===== src/rtl/ram_arb_pkg.sv =====
// ram_arb_pkg: shared types and constants for the two-master RAM access arbiter.
// Latency: n/a (types and constants only).
// Backpressure: n/a.
package ram_arb_pkg;

  // Sequencer states; one command word is issued per ADDR/DATA state
  typedef enum logic [2:0] {
    IDLE    = 3'd0,
    ADDR    = 3'd1,
    DATA    = 3'd2,
    RD_WAIT = 3'd3,
    DONE    = 3'd4
  } state_t;

  // RAM command opcodes, carried in ram_din[9:8]
  localparam logic [1:0] CMD_WR_ADDR = 2'b00;
  localparam logic [1:0] CMD_WR_DATA = 2'b01;
  localparam logic [1:0] CMD_RD_ADDR = 2'b10;
  localparam logic [1:0] CMD_RD_DATA = 2'b11;

  // Requester indices into req/we/done/err and the packed addr/wdata buses
  localparam logic REQ_A = 1'b0;
  localparam logic REQ_B = 1'b1;

endpackage


===== src/rtl/ram_arb_rr2.sv =====
// ram_arb_rr2: two-way round-robin pick producing a one-hot grant.
// Latency: combinational.
// Backpressure: none; a requester that loses a tie is granted first on the next tie.
module ram_arb_rr2
  import ram_arb_pkg::*;
(
  input  logic [1:0] req,
  input  logic       last_grant,
  output logic [1:0] gnt
);

  // A lone requester wins outright; on a tie the one not served last wins
  always_comb begin
    gnt = req;
    if (req == 2'b11) begin
      gnt = (last_grant == REQ_B) ? 2'b01 : 2'b10;
    end
  end

endmodule


===== src/rtl/ram_access_arbiter.sv =====
// ram_access_arbiter: serialises whole read/write transactions from two masters onto the RAM command stream.
// Latency: write done 3 cycles after req is sampled; read done the cycle after ram_tx_valid (4 with the standard RAM).
// Backpressure: req is held until done; a losing master waits. Build macro RAM_ARB_TIMEOUT_EN bounds read waits.
module ram_access_arbiter
  import ram_arb_pkg::*;
#(
  parameter int ADDR_SIZE      = 8,
  parameter int TIMEOUT_CYCLES = 15
)
(
  input  logic                     clk,
  input  logic                     rst_n,
  input  logic [1:0]               req,
  input  logic [1:0]               we,
  input  logic [2*ADDR_SIZE-1:0]   addr,
  input  logic [15:0]              wdata,
  output logic [1:0]               done,
  output logic [1:0]               err,
  output logic [7:0]               rdata,
  output logic [9:0]               ram_din,
  output logic                     ram_rx_valid,
  input  logic [7:0]               ram_dout,
  input  logic                     ram_tx_valid
);

  state_t                 state;
  logic                   gnt_idx;
  logic                   last_grant;
  logic                   lat_we;
  logic [ADDR_SIZE-1:0]   lat_addr;
  logic [7:0]             lat_wdata;
  logic [1:0]             pick;
  logic                   sel_b;
  logic                   sel_we;
  logic [ADDR_SIZE-1:0]   sel_addr;
  logic [7:0]             sel_wdata;

  ram_arb_rr2 u_rr (
    .req        (req),
    .last_grant (last_grant),
    .gnt        (pick)
  );

  // The winning requester's fields, captured only in IDLE
  assign sel_b     = pick[REQ_B];
  assign sel_we    = sel_b ? we[REQ_B] : we[REQ_A];
  assign sel_addr  = sel_b ? addr[2*ADDR_SIZE-1:ADDR_SIZE] : addr[ADDR_SIZE-1:0];
  assign sel_wdata = sel_b ? wdata[15:8] : wdata[7:0];

`ifdef RAM_ARB_TIMEOUT_EN
  localparam int CW = $clog2(TIMEOUT_CYCLES + 1);
  logic [CW-1:0] to_cnt;
  logic          to_hit;
  assign to_hit = (to_cnt == CW'(TIMEOUT_CYCLES - 1));
`else
  // No read timeout: err is constant zero (parameter kept referenced so both builds share one interface)
  assign err = (TIMEOUT_CYCLES < 0) ? 2'b11 : 2'b00;
`endif

  // Sequencer: outputs are registered alongside the state they belong to
  always_ff @(posedge clk or negedge rst_n) begin
    if (!rst_n) begin
      state        <= IDLE;
      gnt_idx      <= REQ_A;
      last_grant   <= REQ_B;
      lat_we       <= 1'b0;
      lat_addr     <= '0;
      lat_wdata    <= '0;
      done         <= 2'b00;
      rdata        <= 8'h00;
      ram_din      <= 10'h000;
      ram_rx_valid <= 1'b0;
`ifdef RAM_ARB_TIMEOUT_EN
      err          <= 2'b00;
      to_cnt       <= '0;
`endif
    end else begin
      case (state)
        IDLE: begin
          if (|req) begin
            gnt_idx      <= sel_b;
            lat_we       <= sel_we;
            lat_addr     <= sel_addr;
            lat_wdata    <= sel_wdata;
            ram_din      <= {(sel_we ? CMD_WR_ADDR : CMD_RD_ADDR), 8'(sel_addr)};
            ram_rx_valid <= 1'b1;
            state        <= ADDR;
          end
        end
        ADDR: begin
          ram_din      <= lat_we ? {CMD_WR_DATA, lat_wdata} : {CMD_RD_DATA, 8'h00};
          ram_rx_valid <= 1'b1;
          state        <= DATA;
        end
        DATA: begin
          ram_din      <= 10'h000;
          ram_rx_valid <= 1'b0;
          if (lat_we) begin
            done  <= gnt_idx ? 2'b10 : 2'b01;
            state <= DONE;
          end else begin
`ifdef RAM_ARB_TIMEOUT_EN
            to_cnt <= '0;
`endif
            state <= RD_WAIT;
          end
        end
        RD_WAIT: begin
          // Data arriving on the limit cycle still completes normally
          if (ram_tx_valid) begin
            rdata <= ram_dout;
            done  <= gnt_idx ? 2'b10 : 2'b01;
            state <= DONE;
`ifdef RAM_ARB_TIMEOUT_EN
          end else if (to_hit) begin
            rdata <= 8'h00;
            done  <= gnt_idx ? 2'b10 : 2'b01;
            err   <= gnt_idx ? 2'b10 : 2'b01;
            state <= DONE;
          end else begin
            to_cnt <= to_cnt + 1'b1;
`endif
          end
        end
        DONE: begin
          done       <= 2'b00;
`ifdef RAM_ARB_TIMEOUT_EN
          err        <= 2'b00;
`endif
          last_grant <= gnt_idx;
          state      <= IDLE;
        end
        default: state <= IDLE;
      endcase
    end
  end

endmodule


===== config.mk =====
export PLATFORM = sky130hd
export DESIGN_NAME = ram_access_arbiter
export DESIGN_NICKNAME = d
export VERILOG_FILES = /design/src/rtl/ram_arb_pkg.sv /design/src/rtl/ram_arb_rr2.sv /design/src/rtl/ram_access_arbiter.sv
export SDC_FILE = /design/constraint.sdc
export NUM_CORES = 1
export LEC_CHECK = 0
export ABC_AREA = 1
export CAP_MARGIN = 5
export CORE_MARGIN = 10
export CORE_UTILIZATION = 44
export DETAILED_ROUTE_END_ITERATION = 16
export PLACE_DENSITY = 0.9
export SLEW_MARGIN = 10
export SYNTH_ARGS = -nofsm -noshare
export SYNTH_HDL_FRONTEND = slang
export SYNTH_SLANG_ARGS = --single-unit

===== constraint.sdc =====
create_clock -name clk -period 1.9 [get_ports clk]
set_clock_uncertainty 0.1 [all_clocks]
set_input_delay 0.475 -clock clk [delete_from_list [all_inputs] [get_ports clk]]
set_output_delay 0.475 -clock clk [all_outputs]
set_load 0.05 [all_outputs]

Word level (Yosys, flattened, before mapping)
Index checks and enable logic that the tools add are counted.

Equality and inequality tests: 8. Mux-type cells: 19. Reductions and logical operators: 9.

Operators with widths (number): case mux 10 bit (3 select lines) (1); two-way mux 10 bit (2); two-way mux 8 bit (2); two-way mux 2 bit (6); case mux 3 bit (4 select lines) (1); two-way mux 3 bit (3); AND reduction 2 bit (4); equality test 3 x 2 -> 1 bit, second input constant (2); inequality test 2 bit, second input constant (3); case mux 2 bit (3 select lines) (1); nonzero test 3 bit (2); equality test 3 x 1 -> 1 bit, second input constant (1); equality test 3 bit, second input constant (1); zero test 3 bit (1); case mux 1 bit (3 select lines) (1); AND reduction 3 bit (1); equality test 2 bit, second input constant (1); two-way mux 1 bit (2); OR reduction 2 bit (1).

Word-level logic and storage cells: 45. Bits in registers: 35. Output and inout port bits: 23.

Longest topological paths before layout
Gate-level depths: netlist of the first run.

Depth after elaboration: 6. Depth in mapped cells: 8. Mapped depth without buffers: 7.

Cells and area by module
A second synthesis of the first run with hierarchy kept.

Cell total of the unflattened synthesis: 246. Area, all modules: 1876.8 um^2.

By module, submodules not included: ram_access_arbiter (cells each 241, instances 1, area each 1855.5 um^2); ram_arb_rr2 (cells each 5, instances 1, area each 21.3 um^2).

Least setup slack after synthesis of the first run
OpenSTA, ideal clock, no wires.

Path type: input-to-reg. From: in req[1]. To: reg ram_din[0]. Arrival time: 1167 ps. Slack: 510 ps. Data required time: 1677 ps. Cell stages on the path: 6. Path buffers: 2. Cell sequence: buf_6 > nor2_1 > nand3_2 > buf_4 > a21oi_1 > a21oi_1.

Longest elaborated chain between the ends: 5. Elaborated cells on any way between the ends: 8. Classes of those cells: 2 x eq/ne; 4 x mux; 2 x reduce/logical.

RTL lines: from (decl) (RTL line ram_access_arbiter.sv:13) `input logic [1:0] req,`; equality test 2 bit (RTL line ram_arb_rr2.sv:15) `if (req == 2'b11) begin`; two-way mux 2 bit (RTL line ram_arb_rr2.sv:15); two-way mux 8 bit (RTL line ram_access_arbiter.sv:47) `assign sel_addr = sel_b ? addr[2*ADDR_SIZE-1:ADDR_SIZE] : addr[ADDR_SIZE-1:0];`; two-way mux 10 bit (RTL line ram_access_arbiter.sv:80) `if (|req) begin`; case mux 10 bit (3 select lines) (RTL line ram_access_arbiter.sv:78) `case (state)`; to (signal assigned) (RTL line ram_access_arbiter.sv:85) `ram_din <= {(sel_we ? CMD_WR_ADDR : CMD_RD_ADDR), 8'(sel_addr)};`; to (signal assigned) (RTL line ram_access_arbiter.sv:91) `ram_din <= lat_we ? {CMD_WR_DATA, lat_wdata} : {CMD_RD_DATA, 8'h00};`; to (decl) (RTL line ram_access_arbiter.sv:20) `output logic [9:0] ram_din,`.

Parallel ways exist; a longest one is shown, timed or not. The select of a mux whose other input is x is not followed. A chain may end at the register's enable or synchronous reset.

Worst setup path after layout of the first run
From: in req[1]. To: reg ram_rx_valid.

Longest elaborated chain between the ends: 3.

RTL lines: OR reduction 2 bit (RTL line ram_access_arbiter.sv:80); inequality test 2 bit (no line); AND reduction 2 bit (no line); to (signal assigned) (RTL line ram_access_arbiter.sv:86) `ram_rx_valid <= 1'b1;`; to (signal assigned) (RTL line ram_access_arbiter.sv:92) `ram_rx_valid <= 1'b1;`; to (signal assigned) (RTL line ram_access_arbiter.sv:97) `ram_rx_valid <= 1'b0;`; to (decl) (RTL line ram_access_arbiter.sv:21) `output logic ram_rx_valid,`.

Every way passes these cells.

==> results_dict.tcl, run 1 <==
set metrics [dict create \
    slew_viol_final 0 \
    initial_core_util_pct 45.7 \
    setup_viol 0 \
    crit_path_top_delay_cell "clkdlybuf4s50_1" \
    cts.clk_slew.worst_paths_ps 60 \
    power.switching_mw 2.21 \
    cts_buffers 5 \
    start_kind "input pin" \
    synth-seq-area-share_pct 47.7 \
    syn_area_per_cell_um2 7.33 \
    grt_max_degree 36 \
    p_int_mw 2.23 \
    seqPwrFrac_pct 31.0 \
    worst_pin_slew_ps 512 \
    timing.max_cap.violations 0 \
    rsz0062_at_grt "false" \
    crit_fanout 10 \
    die_h_um 84.7 \
    n_antenna_cell 0 \
    synth_edf_count 0 \
    critical-path-top-delay-family "simple AND/OR/NAND/NOR gates" \
    hold_viol 0 \
    synthArstFlopShare_pct 100 \
    first_global_vias 1826 \
    std_cell_rows 23 \
    period_needed_ps 1620 \
    switching_share_pct 49.8 \
    layout.nets 370 \
    clock.fmax_mhz 619 \
    insertion_delay_ps 280 \
    syn2layout_area_growth_pct 43.0 \
    crit_chain "clkdlybuf4s50_1 > nor2_1 > nand3_2 > nand2_4 > clkinv_1 > nor2_1 > nor2_1" \
    fp.dieArea_um2 7170 \
    yosysUniqueCellTypes 22 \
    wl_met3_um 340 \
    pwr-share-comb_pct 57.7 \
    routed-wl-met2_um 2610 \
    dpl_cell_area_um2 2550 \
    ys.flop_type "dfrtp_1" \
    hp-class "flip-flop to flip-flop" \
    yosysTopAreaCell "dfrtp_1" \
    syn_inst 251 \
    ys_warn_count 0 \
    cts-htree-levels 2 \
    max-vdd-ir-drop_v 0.000634 \
    drc 0 \
    r2r-end "ram_din[4]" \
    synth_area_um2 1840 \
    drive_gt1_share_pct 13.6 \
    post_cts_buffers 0 \
    p_leak_nw 1.33 \
    first_pass_iters 4 \
    cts_resized 0 \
    multi_input_area_um2 827 \
    grt-ovfl-total 0 \
    vias 1852 \
    total_power_mw 4.44 \
    postRouteAntennaNets 0 \
    gp_congestion 0.823 \
    postCtsHoldBufs 0 \
    worst_hold_path.endpoint "rdata[3]" \
    power_frac_clock_pct 11.3 \
    detail_route.iter0.violations 132 \
    via_per_inst 4.95 \
    outcome "finished clean" \
    synth.top_cell.area_share_pct 46.3 \
    seq_area_um2 877 \
    critPathRequiredTime_ps 1970 \
    maxSlewHeadroom_pct 65.8 \
    hold_depth 2 \
    path_class "input pin to flip-flop" \
    powerDensity_nw_per_um2 1690 \
    setup.worst_path.end_class "flip-flop" \
    antenna_found_initial 0 \
    ys_ff_latch 35 \
    finalInstanceArea_um2 2630 \
    clock-root-buffer "clkbuf_8" \
    rr_startpoint "state[1]" \
    routedWlPerCell_um 13.4 \
    num-fill-cells 351 \
    ys_top_cells_by_area "dfrtp_1, nand2_1, nand3_1" \
    portBuffers 67 \
    die_w_um 84.7 \
    crit_buf_inv 2 \
    highest_layer "met4" \
    io_pins 70 \
    fin_crit_sh_pct 85.0 \
    cts.sinks 35 \
    cp.arrival_ps 1690 \
    wl_met1_um 1990 \
    slowest_delay_ps 470 \
    wl_um 5020 \
    clk_path_buf_depth 2 \
    fin_setup_tns_ps 0 \
    grt_pass1_wl_um 8600 \
    crit_top_cell "nor2_1" \
    r2r_cells 4 \
    reg2reg_setup_slack_ps 410 \
    cts_tree "done" \
    coreArea_um2 4030 \
    hpwl_um 3990 \
    worstHoldStart "rdata[3]" \
    grt_usage_pct 14.2 \
]
## worst max-delay path by stage
stage	start	end	slack (ps)	cells past startpoint
after floorplan	req[1]	ram_din[0]	510	6
after global placement	req[1]	ram_din[9]	40	7
after global routing	req[1]	ram_rx_valid	170	7
after CTS	req[1]	lat_we	290	7
final	req[1]	ram_rx_valid	280	7
after detailed placement	req[1]	ram_din[9]	10	8
## cells in the final DEF, fill, tap and decap left out, drive strengths merged
cell and n:
conb 2, nand3 32, o21ai 12, dfrtp 34, inv 14, clkbuf 8, nor2 28, nand2 96
clkinv 2, nand3b 1, clkdlybuf4s50 46, a21oi 18, dfstp 1, buf 30
## per-layer routing
layer,GRT usage [%],vias to the layer above
li1,-,940
met5,0,-
met2,24.0,63
met1,16.7,841
met4,5.39,0
met3,3.67,8
## stage by stage
step                setup WS, ps  hold slack (ps)  util, %  cells
global placement            38.0              356     63.3    366
finish                       284              370     65.3    374
floorplan                    510             79.4        -    252
global route                 168              405     65.3    374
CTS                          289              376     65.3    374
detailed placement          12.5              360     63.3    366
## synth_stat cells (2+ instances only)
| library cell | number |
|---|---|
| nand2_4 | 2 |
| a21oi_1 | 17 |
| nand3_1 | 31 |
| dfrtp_1 | 34 |
| buf_2 | 5 |
| clkinv_1 | 2 |
| o21ai_0 | 11 |
| inv_1 | 13 |
| nand2_1 | 92 |
| nand2_2 | 2 |
| buf_4 | 5 |
| nor2_1 | 27 |
## final cells by class
class,instances,share of cell area [%]
clock buffer,8,3.04
inverter,16,2.28
multi-input combinational,189,31.4
sequential,35,33.3
tap,50,2.38
timing repair buffer,76,27.5
## tightest hold or removal path, cell delays in order, from the launching register on
cell,delay [ps]
dfrtp_1,340
nand2_1,50
nand2_1,40
## flip-flops by register name (all words and copies together), names as in the netlist
register / count
last_grant: 1
gnt_idx: 1
lat_wdata: 8
ram_din: 10
rdata: 8
ram_rx_valid: 1
state: 3
done: 2
lat_we: 1
## cells by family after synthesis
| logic type | after synthesis | synth area share, % |
|---|---|---|
| other | 1 | 0.204 |
| AOI/OAI and AO/OA | 30 | 8.37 |
| buffers and inverters | 28 | 7.55 |
| and+or+nand+nor | 157 | 36.2 |
| DFF | 35 | 47.7 |
## power by group through the flow
| stage | clock, mW | combinational, mW | sequential (mW) |
|---|---|---|---|
| floorplan | 0 | 1.08 | 2.06 |
| global placement | 0 | 2.51 | 1.37 |
| detailed placement | 0 | 2.58 | 1.39 |
| CTS | 0.512 | 2.59 | 1.38 |
| global route | 0.547 | 2.82 | 1.43 |
| finish | 0.500 | 2.56 | 1.38 |
(Power assumes the default switching activity.)
==> inputs of run 2 (changes only) <==
--- a/config.mk
+++ b/config.mk
@@ -6,7 +6,6 @@
 export NUM_CORES = 1
 export LEC_CHECK = 0
 export ABC_AREA = 1
-export CAP_MARGIN = 5
 export CORE_MARGIN = 10
 export CORE_UTILIZATION = 44
 export DETAILED_ROUTE_END_ITERATION = 16
==> results of run 2 <==
Final layout, timing and power as in run 1 (identical DEF).
